[config.mk]
export PLATFORM = sky130hd
export DESIGN_NAME = mips_debug_ctrl
export DESIGN_NICKNAME = d
export VERILOG_FILES = /design/src/rtl/debug_pkg.sv /design/src/rtl/edge_rise.sv /design/src/rtl/mips_debug_ctrl.sv
export SDC_FILE = /design/constraint.sdc
export NUM_CORES = 1
export LEC_CHECK = 0
export ABC_AREA = 1
export BUFFER_PORTS_ARGS = -buffer_cell sky130_fd_sc_hd__buf_4
export CAP_MARGIN = 25
export CORE_ASPECT_RATIO = 0.75
export CORE_MARGIN = 2
export CORE_UTILIZATION = 48
export CTS_BUF_LIST = sky130_fd_sc_hd__clkbuf_8
export CTS_CLUSTER_SIZE = 25
export DETAILED_ROUTE_END_ITERATION = 7
export HOLD_SLACK_MARGIN = 0.06
export PLACE_DENSITY = 0.79
export SYNTH_ARGS = -nofsm -noshare
export SYNTH_HDL_FRONTEND = slang
export SYNTH_SLANG_ARGS = --single-unit
[constraint.sdc]
create_clock -name clk -period 1.65 [get_ports clk]
set_input_delay 0.33 -clock clk [delete_from_list [all_inputs] [get_ports clk]]
set_output_delay 0.33 -clock clk [all_outputs]
set_load 0.005 [all_outputs]
[src/rtl/debug_pkg.sv]
// Shared state encodings and default widths for the MIPS run/halt/step debug sequencer.
package debug_pkg;

    typedef enum logic [1:0] {
        ST_RUN   = 2'd0,
        ST_HALT  = 2'd1,
        ST_STEP  = 2'd2,
        ST_BREAK = 2'd3
    } dbg_state_t;

    localparam int DBG_ADDR_W     = 32;
    localparam int DBG_CNT_W      = 32;
    localparam int DBG_STEP_CNT_W = 16;

    function automatic logic is_stopped(input dbg_state_t s);
        return (s == ST_HALT) || (s == ST_BREAK);
    endfunction

endpackage

[src/rtl/edge_rise.sv]
// Rising-edge detector: o_rise is high in the first cycle i_sig is seen high.
// Zero-latency output; the previous level is held in one register.
module edge_rise (
    input  logic clk,
    input  logic rst,
    input  logic i_sig,
    output logic o_rise
);

    logic r_d;

    always_ff @(posedge clk or posedge rst) begin
        if (rst) begin
            r_d <= 1'b0;
        end else begin
            r_d <= i_sig;
        end
    end

    assign o_rise = i_sig & ~r_d;

endmodule

[src/rtl/mips_debug_ctrl.sv]
// Run/halt/single-step/breakpoint sequencer producing the MIPS pipeline enable cpu_en.
// Optional MIPS_DEBUG_BP_COUNT_EN: break only on the bp_count-th breakpoint match.
module mips_debug_ctrl
    import debug_pkg::*;
#(
    parameter int ADDR_W     = DBG_ADDR_W,
    parameter int CNT_W      = DBG_CNT_W,
    parameter int STEP_CNT_W = DBG_STEP_CNT_W
) (
    input  logic                  clk,
    input  logic                  rst,
    input  logic                  debug_en,
    input  logic                  debug_step,
    input  logic                  bp_en,
    input  logic [ADDR_W-1:0]     bp_addr,
    input  logic [ADDR_W-1:0]     pc,
`ifdef MIPS_DEBUG_BP_COUNT_EN
    input  logic [7:0]            bp_count,
`endif
    output logic                  cpu_en,
    output logic                  halted,
    output logic                  bp_hit,
    output logic [1:0]            state,
    output logic [CNT_W-1:0]      cycle_cnt,
    output logic [STEP_CNT_W-1:0] step_cnt
);

    localparam logic [CNT_W-1:0]      CYC_ONE  = {{(CNT_W-1){1'b0}}, 1'b1};
    localparam logic [STEP_CNT_W-1:0] STEP_ONE = {{(STEP_CNT_W-1){1'b0}}, 1'b1};

    dbg_state_t              r_state;
    dbg_state_t              r_ret;
    logic                    r_halted;
    logic                    r_bp_hit;
    logic                    r_bp_mask;
    logic [CNT_W-1:0]        r_cycle_cnt;
    logic [STEP_CNT_W-1:0]   r_step_cnt;

    dbg_state_t              w_state_nxt;
    dbg_state_t              w_ret_nxt;
    logic                    w_step_edge;
    logic                    w_bp_match;
    logic                    w_brk;
    logic                    w_cpu_en;

    edge_rise u_step_edge (
        .clk    (clk),
        .rst    (rst),
        .i_sig  (debug_step),
        .o_rise (w_step_edge)
    );

    // The mask lets a resumed run execute the instruction sitting on the breakpoint.
    assign w_bp_match = bp_en & (pc == bp_addr) & ~r_bp_mask;

`ifdef MIPS_DEBUG_BP_COUNT_EN
    logic [7:0] r_match_cnt;
    logic [7:0] w_eff_cnt;

    assign w_eff_cnt = (bp_count == 8'd0) ? 8'd1 : bp_count;
    assign w_brk     = w_bp_match & (({1'b0, r_match_cnt} + 9'd1) >= {1'b0, w_eff_cnt});

    always_ff @(posedge clk or posedge rst) begin
        if (rst) begin
            r_match_cnt <= 8'd0;
        end else if (w_state_nxt == ST_BREAK && r_state != ST_BREAK) begin
            r_match_cnt <= 8'd0;
        end else if (r_state == ST_RUN && w_bp_match && !w_brk) begin
            r_match_cnt <= r_match_cnt + 8'd1;
        end
    end
`else
    assign w_brk = w_bp_match;
`endif

    assign w_cpu_en = ((r_state == ST_RUN) & ~w_brk) | (r_state == ST_STEP);

    always_comb begin
        w_state_nxt = r_state;
        w_ret_nxt   = r_ret;
        case (r_state)
            ST_RUN: begin
                if (debug_en) begin
                    w_state_nxt = ST_HALT;
                end else if (w_brk) begin
                    w_state_nxt = ST_BREAK;
                end
            end
            ST_HALT: begin
                if (w_step_edge) begin
                    w_state_nxt = ST_STEP;
                    w_ret_nxt   = ST_HALT;
                end else if (!debug_en) begin
                    w_state_nxt = ST_RUN;
                end
            end
            ST_BREAK: begin
                if (w_step_edge) begin
                    w_state_nxt = ST_STEP;
                    w_ret_nxt   = ST_BREAK;
                end else if (debug_en) begin
                    w_state_nxt = ST_HALT;
                end
            end
            ST_STEP: begin
                w_state_nxt = r_ret;
            end
            default: begin
                w_state_nxt = ST_RUN;
            end
        endcase
    end

    always_ff @(posedge clk or posedge rst) begin
        if (rst) begin
            r_state     <= ST_RUN;
            r_ret       <= ST_HALT;
            r_halted    <= 1'b0;
            r_bp_hit    <= 1'b0;
            r_bp_mask   <= 1'b1;
            r_cycle_cnt <= '0;
            r_step_cnt  <= '0;
        end else begin
            r_state  <= w_state_nxt;
            r_ret    <= w_ret_nxt;
            r_halted <= is_stopped(w_state_nxt);

            if (w_cpu_en) begin
                r_cycle_cnt <= r_cycle_cnt + CYC_ONE;
            end
            if (w_state_nxt == ST_STEP && r_state != ST_STEP) begin
                r_step_cnt <= r_step_cnt + STEP_ONE;
            end

            if (w_state_nxt == ST_RUN && r_state != ST_RUN) begin
                r_bp_hit <= 1'b0;
            end else if (r_state == ST_RUN && w_state_nxt == ST_BREAK) begin
                r_bp_hit <= 1'b1;
            end

            if (r_state == ST_HALT && w_state_nxt == ST_RUN) begin
                r_bp_mask <= 1'b1;
            end else if (r_state == ST_RUN && w_cpu_en) begin
                r_bp_mask <= 1'b0;
            end
        end
    end

    assign cpu_en    = w_cpu_en;
    assign halted    = r_halted;
    assign bp_hit    = r_bp_hit;
    assign state     = r_state;
    assign cycle_cnt = r_cycle_cnt;
    assign step_cnt  = r_step_cnt;

endmodule
Word-level counts from Yosys, hierarchy flattened
Cells that the tools add are included.
{ "classes": {"n_addsub": 2, "eq_ne": 10, "n_mux": 14, "bitwise_logic": 8, "n_reduce_logical": 13} }
{ "ops": {"columns": ["cell", "count"], "rows": [
  ["$add 32x1->32 const B", 1],
  ["$eq 32x32->1", 1],
  ["$add 16x1->16 const B", 1],
  ["$mux 2", 8],
  ["$eq 2x2->1 const B", 4],
  ["$pmux 2 s4", 1],
  ["$reduce_bool 2->1", 4],
  ["$logic_and 1x1->1", 5],
  ["$and 1x1->1", 4],
  ["$eq 2x1->1 const B", 2],
  ["$logic_not 2->1", 2],
  ["$mux 1", 4],
  ["$ne 2x1->1 const B", 2],
  ["$pmux 2 s2", 1],
  ["$not 1->1", 3],
  ["$reduce_and 3->1", 1],
  ["$ne 2x2->1 const B", 1],
  ["$logic_or 1x1->1", 1],
  ["$or 1x1->1", 1]
]} }
{ "totals": {"reg_bits": 56, "in_bits": 69, "wordCells": 55} }

Logic depth before layout (Yosys ltp)
Gate-level depths: netlist of run 1.
{ "depth": {"depth_word": 10, "ltp_mapped": 15, "mapped_depth_nobuf": 14} }

Hierarchy
A second synthesis of run 1 with hierarchy kept.
{ "hier_totals": {"hier_cells": 529, "hier_area_um2": 3686.0} }
{ "modules_own_cells": {"columns": ["module", "instances", "cells_per_inst", "area_each_um2", "seq_area_each_um2"], "rows": [
  ["mips_debug_ctrl", 1, 525, 3647.2, 1352.5],
  ["edge_rise", 1, 4, 38.8, 25.0]
]} }

Worst setup path before layout of run 1
No wires, ideal clock.
{ "synth_path": {"path_kind": "register -> register", "from": "reg r_cycle_cnt[0] (netlist: cycle_cnt[0])", "to": "reg r_cycle_cnt[18] (netlist: cycle_cnt[18])", "t_arrival_ns": 1.615, "t_required_ns": 1.529, "path_slack_ns": -0.086, "path_stages_with_launch": 12, "period_less_slack_ns": 1.736, "cell_sequence": "dfrtp_1 -> ha_1 -> nand2_1 -> nor2_2 -> nand2_2 -> nor2_4 -> nand2_1 -> nor3_2 -> nand3_1 -> xor2_1 -> nand2_1 -> o21ai_1"} }
{ "synth_between": {"elab_chain_len": 1} }
{ "synth_lines": {"columns": ["element", "line", "source"], "rows": [
  ["start: declaration", "mips_debug_ctrl.sv:36", "logic [CNT_W-1:0] r_cycle_cnt;"],
  ["start signal: assignment", "mips_debug_ctrl.sv:129", "r_cycle_cnt <= r_cycle_cnt + CYC_ONE;"],
  ["$add 32x1->32", "mips_debug_ctrl.sv:129", null]
]} }
No other way between the ends.
A chain may end at the register's enable or synchronous reset.

Worst setup path after layout of run 1
{ "layout_path": {"from": "reg r_cycle_cnt[1] (netlist: cycle_cnt[1])", "to": "reg r_cycle_cnt[18] (netlist: cycle_cnt[18])"} }
The elaborated chain is that of the path after synthesis.

==> results of run 1 <==
kinds of logic (layout without fill, tap and decap cells):
group / count (synthesis) / count (layout) / share of synthesized area, %
buffers and inverters: 108 / 331 / 11.3
adder cells (fa/ha/maj): 2 / 2 / 0.653
XOR/XNOR: 45 / 45 / 10.3
AO/OA/AOI/OAI: 25 / 25 / 3.33
AND/OR/NAND/NOR: 341 / 341 / 38.5
flip-flops: 55 / 55 / 35.9
critical path, stage by stage (launching register included):
cell     delay (ns)
dfrtp_1        0.41
ha_2           0.20
nand2_2        0.07
nor2_4         0.10
nand2_2        0.08
nor2_4         0.19
nand2_4        0.10
nor3_4         0.19
nand3_2        0.08
xor2_1         0.17
nand2_1        0.05
o21ai_1        0.06
metal layers:
layer / vias up / track usage [%]
met5: - / 0
met4: 0 / 6.23
met3: 16 / 4.09
met2: 162 / 44.7
met1: 2134 / 38.1
li1: 2218 / -
sequential cells by signal (all words and copies together) (netlist names):
name             cells
u_step_edge.r_d      1
cycle_cnt           32
halted               1
r_ret                1
r_bp_mask            1
state                2
bp_hit               1
step_cnt            16
cell type report:
cell class                 instances  area, um^2
clock buffer                       6        82.6
clock inverter                     2        38.8
fill                             576        1810
inverter                         101         385
multi-input combinational        413        2240
sequential                        55        1380
tap                              105         131
timing repair buffer             222        1740
metrics by stage:
step | total power (W) | worst slack (ns) | instances
final | 0.00540 | -0.169 | 904
after detailed placement | 0.00403 | -0.151 | 875
after global routing | 0.00571 | -0.286 | 904
after CTS | 0.00516 | -0.180 | 892
after floorplan | 0.00292 | -0.0858 | 576
after global placement | 0.00394 | -0.129 | 875
power groups by stage:
| stage | Clock (W) | Sequential (W) | Combinational (W) |
|---|---|---|---|
| 2_1_floorplan | 0 | 0.00184 | 0.00108 |
| 3_3_place_gp | 0 | 0.00182 | 0.00213 |
| 3_5_place_dp | 0 | 0.00183 | 0.00221 |
| 4_1_cts | 0.000981 | 0.00181 | 0.00238 |
| 5_1_grt | 0.00102 | 0.00186 | 0.00284 |
| 6_report | 0.000969 | 0.00183 | 0.00261 |
worst paths after layout:
| check | start | endpoint | slack [ns] | cells after the start |
|---|---|---|---|---|
| hold reg to reg | r_bp_mask$_DFFE_PP1P_ | r_bp_mask$_DFFE_PP1P_ | 0.48 | 2 |
| setup / recovery | cycle_cnt[1]$_DFFE_PP0P_ | cycle_cnt[18]$_DFFE_PP0P_ | -0.17 | 11 |
| setup reg to reg | cycle_cnt[1]$_DFFE_PP0P_ | cycle_cnt[18]$_DFFE_PP0P_ | -0.17 | 11 |
| max in group asynchronous | rst | r_bp_mask$_DFFE_PP1P_ | 1.26 | 3 |
| min in group clk | debug_step | u_step_edge.r_d$_DFF_PP0_ | 0.14 | 1 |
| hold / removal | rst | cycle_cnt[21]$_DFFE_PP0P_ | 0.08 | 3 |
what timing repair did:
action,CTS,global route
cloned,0,1
setup endpoints to repair,16,33
pin swaps,14,22
buffers inserted,10,13
resized for setup,24,43
endpoints found under the hold margin,0,0
cell usage in the layout, fill, tap and decap left out, drive strengths merged:
master / netlist / final
a21oi: 2 / 2
a211oi: 1 / 1
nand2: 188 / 188
clkinvlp: 0 / 1
xnor2: 15 / 15
xor2: 30 / 30
clkinv: 1 / 1
nor3: 18 / 18
bufinv: 0 / 1
dfstp: 1 / 1
clkbuf: 0 / 7
buf: 7 / 221
dfrtp: 54 / 54
nand3b: 7 / 7
ha: 2 / 2
o21ai: 22 / 22
nor2: 68 / 68
inv: 100 / 100
nand4: 20 / 20
and2: 1 / 1
nor4: 5 / 5
nand3: 32 / 32
or2: 2 / 2
==> results_dict.tcl, run 1 <==
set metrics [dict create \
    grt_max_degree 56 \
    synth-async-reset-ratio_pct 100 \
    h-tree-depth 2 \
    gp_congestion 0.924 \
    rsz0062_at_grt "yes" \
    final_area_mm2 0.00600 \
    ir_worst_vdd_mv 0.832 \
    cp_data_arrival_time_ns 2.02 \
    drv_slew 0 \
    tightest_slew_ns 0.331 \
    p_int_w 0.00341 \
    synth_area_per_cell_um2 6.65 \
    path_max_fanout 3 \
    maxCapViolations 0 \
    grt_pass1_vias 4144 \
    status "complete, but fails checks" \
    cts_buffers 5 \
    initial_core_util_pct 49.1 \
    clk_pin_slew_worst_paths_ns 0.11 \
    clock_latency_ns 0.31 \
    met1_length_um 5690 \
    avgViaCountPerCell 5.01 \
    seq_power_share_pct 33.8 \
    drt-total-wl_um 12400 \
    synthTopCellsByArea "dfrtp_1 35%, nand2_1 18%, inv_1 9.7%" \
    clock_sinks 55 \
    clock_path_buffers 2 \
    via_count 4530 \
    p_switching_w 0.00200 \
    place_area_mm2 0.00548 \
    yosysMostFrequentCell "nand2_1" \
    holdWs_ns 0.0830 \
    endpoint_kind "flip-flop" \
    die_h_um 81.4 \
    setup_ws_ns -0.169 \
    synth-seq-area-share_pct 35.9 \
    synth_edf_count 0 \
    cts_tree "yes" \
    dieArea_mm2 0.00872 \
    io_pins 122 \
    syn_area_mm2 0.00383 \
    ys_warn_count 0 \
    highest-signal-layer "met4" \
    slew_headroom_pct 77.8 \
    coreArea_mm2 0.00781 \
    grt_pass1_wl_um 18800 \
    wl_met3_um 843 \
    grt_use_total_pct 27.2 \
    io_buffers 121 \
    antenna_found_initial 0 \
    switching_share_pct 37.0 \
    drive_above_1_share_pct 35.9 \
    p_comb_share_pct 48.2 \
    fmax_mhz 550 \
    min_period_ns 1.82 \
    root_buffer "clkbuf_8" \
    antenna_cells 0 \
    hold_viol_final 0 \
    synth_common_cells "185 x nand2_1, 99 x inv_1, 66 x nor2_1, 54 x dfrtp_1, 31 x nand3_1" \
    drc 0 \
    power_per_cell_area_mw_per_mm2 901 \
    start_kind "flip-flop" \
    routedWlPerCell_um 13.7 \
    hp-class "in2async" \
    fin_tns_setup_ns -0.945 \
    postSynthCellCount 576 \
    ant_nets 0 \
    synth_fp_nets 647 \
    finalCritPeriodShare_pct 110 \
    synth-seq-cells 55 \
    hpwl_um 9050 \
    synth.top_cell.area_share_pct 35.3 \
    cts_hold_buf 0 \
    synth_ff_type "dfrtp_1" \
    dr_wl_met2_um 5720 \
    violations "negative setup slack" \
    dr.pass1.iters 5 \
    crit_type "reg2reg" \
    die_w_um 107 \
    skew_ns 0.00865 \
    worstPathRequired_ns 1.85 \
    placementRows 28 \
    synth_top_area_cell "dfrtp_1" \
    ys_types 30 \
    setup_viol_count_final 14 \
    grt_overflow 0 \
    fin_util_pct 76.8 \
    leakage_nw 3.26 \
    nNetsFinal 869 \
    drtIter0Drc 386 \
    area_growth_pct 56.6 \
    p_clk_share_pct 17.9 \
]
No activity file was read; power rests on OpenSTA's default activity.
==> run 2, diff against run 1 <==
--- a/config.mk
+++ b/config.mk
@@ -10,10 +10,10 @@
 export CAP_MARGIN = 25
 export CORE_ASPECT_RATIO = 0.75
 export CORE_MARGIN = 2
-export CORE_UTILIZATION = 48
-export CTS_BUF_LIST = sky130_fd_sc_hd__clkbuf_8
+export CORE_UTILIZATION = 50
 export CTS_CLUSTER_SIZE = 25
 export DETAILED_ROUTE_END_ITERATION = 7
+export GPL_TIMING_DRIVEN = 0
 export HOLD_SLACK_MARGIN = 0.06
 export PLACE_DENSITY = 0.79
 export SYNTH_ARGS = -nofsm -noshare
==> constraint.sdc (replaced) <==
create_clock -name clk -period 1.8 [get_ports clk]
set_input_delay 0.36 -clock clk [delete_from_list [all_inputs] [get_ports clk]]
set_output_delay 0.36 -clock clk [all_outputs]
set_load 0.005 [all_outputs]
==> run 2 against run 1 <==
- the flow still finishes with violations (negative setup slack)
- critical path depth shrank 2
- via count shrank 5.9%
- sequential share of layout area grew 3.0 points
- non-clock buffer count shrank 72
- critical endpoint is now cpu_en
- power shrank 17%
- largest cell class unchanged
- utilization shrank 4.6 points
- cell count shrank 8.5%
==> results_dict.tcl, run 2 (synthesized netlist as in run 1, its figures left out) <==
set metrics [dict create \
    die_h_um 79.8 \
    drv_slew 0 \
    fmax_mhz 522 \
    slowest_stage "dfstp_2" \
    clock_latency_ns 0.31 \
    die_w_um 105 \
    setup_ws_ns -0.115 \
    maxCapViolations 0 \
    fin_util_pct 72.2 \
    io_pins 122 \
    grt_pass1_vias 4013 \
    crit_type "reg2out" \
    clk_pin_slew_worst_paths_ns 0.10 \
    finalCritPeriodShare_pct 106 \
    drive_above_1_share_pct 29.2 \
    r2r_slack_ns -0.05 \
    initial_core_util_pct 51.8 \
    cts_buffers 5 \
    clock_path_buffers 2 \
    cpPeakStageDelay_ns 0.38 \
    endpoint_kind "output port" \
    finalNonFillerCells 827 \
    clock_sinks 55 \
    fin_tns_setup_ns -0.170 \
    cts_tree "yes" \
    ir_worst_vdd_mv 0.634 \
    tightest_slew_ns 0.525 \
    leakage_nw 2.82 \
    gp_congestion 0.988 \
    r2r_start "cycle_cnt[1]$_DFFE_PP0P_" \
    slew_headroom_pct 65.0 \
    via_count 4262 \
    skew_ns 0.0157 \
    antenna_found_initial 0 \
    drt-total-wl_um 11500 \
    nNetsFinal 797 \
    cts_hold_buf 0 \
    violations "negative setup slack" \
    layout_commonest_cell "nand2_1" \
    path_cells "nand3b_1 -> nor2_1 -> nand2_1 -> nor2_2 -> nand3_2 -> nand2_4 -> nand2_8 -> buf_6 -> buf_6" \
    r2r-end "cycle_cnt[18]$_DFFE_PP0P_" \
    root_buffer "clkbuf_8" \
    placementRows 27 \
    ff2ff_path_depth 11 \
    setup_viol_count_final 3 \
    cp_common_cell "buf_6" \
    rsz0062_at_grt "yes" \
    grt_overflow 0 \
    start_kind "flip-flop" \
    hold_viol_final 0 \
    io_buffers 121 \
    largest_reg_flops 32 \
    avgViaCountPerCell 5.15 \
    worstPathRequired_ns 1.44 \
    power_per_cell_area_mw_per_mm2 837 \
    dr.pass1.iters 5 \
    holdWs_ns 0.0784 \
    hpwl_um 8510 \
    h-tree-depth 2 \
    ant_nets 0 \
    path_max_fanout 2 \
    grt_pass1_wl_um 18600 \
    cp_data_arrival_time_ns 1.55 \
    hp-class "in2async" \
    coreArea_mm2 0.00740 \
    drtIter0Drc 280 \
    min_period_ns 1.91 \
    place_inst 799 \
    grt_use_total_pct 27.5 \
    drc 0 \
    dieArea_mm2 0.00839 \
    status "complete, but fails checks" \
    area_growth_pct 39.3 \
    routedWlPerCell_um 13.9 \
    grt_max_degree 35 \
    final_cell_mix "180 x nand2_1, 140 x buf_4, 96 x inv_1" \
    antenna_cells 0 \
]
[run 2: cell types whose count changed in the layout (fill, tap and decap cells not counted), moves of 3 or more]
| cell | delta |
|---|---|
| buf_4 | -73 |
| dfrtp_1 | -6 |
| dfrtp_2 | +6 |
| inv_1 | +5 |
| inv_2 | -3 |
| nor2_1 | +4 |
| nor2_2 | -4 |
| nor3_2 | +3 |
| nor3_4 | -3 |
| o21ai_0 | +4 |
| o21ai_1 | -4 |
[run 2: final cells by class]
class                   count  area, um^2
repair buffers            144        1100
flip-flops and latches     55        1390
well taps                 101         126
fillers                   631        2060
clock inverters             2        16.3
clock buffers               5        68.8
multi-input cells         413        2200
inverters                 101         382
plain buffers               6        50.0
[run 2: critical path: cells and delay by family (launching register included)]
kind | cells | cell delay [ns]
flip-flops | 1 | 0.38
AND/OR/NAND/NOR | 7 | 0.65
buffers and inverters | 2 | 0.22
[run 2: what timing repair did]
item | CTS | global route
endpoints found under the setup margin | 7 | 25
cloned | 0 | 0
pin swaps | 13 | 14
gates resized for setup | 14 | 46
setup buffers | 15 | 7
[run 2: how the worst max path moves through the flow]
| stage | slack [ns] | to | depth (start not counted) | start |
|---|---|---|---|---|
| floorplan | 0.06 | cycle_cnt[18]$_DFFE_PP0P_ | 11 | cycle_cnt[0]$_DFFE_PP0P_ |
| global placement | -0.62 | step_cnt[2]$_DFFE_PP0P_ | 2 | rst |
| detailed placement | -0.43 | cpu_en | 11 | bp_addr[22] |
| CTS | -0.16 | cpu_en | 9 | r_bp_mask$_DFFE_PP1P_ |
| global route | -0.19 | cpu_en | 9 | r_bp_mask$_DFFE_PP1P_ |
| finish | -0.11 | cpu_en | 9 | r_bp_mask$_DFFE_PP1P_ |
[run 2: metrics by stage]
step | total power [W] | setup WS [ns] | instance area [um^2]
detailed placement | 0.00346 | -0.432 | 4890
global placement | 0.00340 | -0.620 | 4870
floorplan | 0.00267 | 0.0642 | 3830
CTS | 0.00432 | -0.165 | 5130
global route | 0.00475 | -0.193 | 5340
finish | 0.00447 | -0.115 | 5340
[run 2: per-layer routing]
metal	track usage, %	wire [um]	vias up
met5	0	0	-
met2	43.9	5060	206
met1	39.5	5300	1954
li1	-	-	2080
met3	3.76	951	22
met4	6.93	149	0
[run 2: power breakdown]
part / total, W / switching [W] / internal [W]
Combinational: 0.00206 / 0.00111 / 0.000947
Sequential: 0.00171 / 0.000244 / 0.00147
Clock: 0.000701 / 0.000429 / 0.000273
Total: 0.00447 / 0.00178 / 0.00268
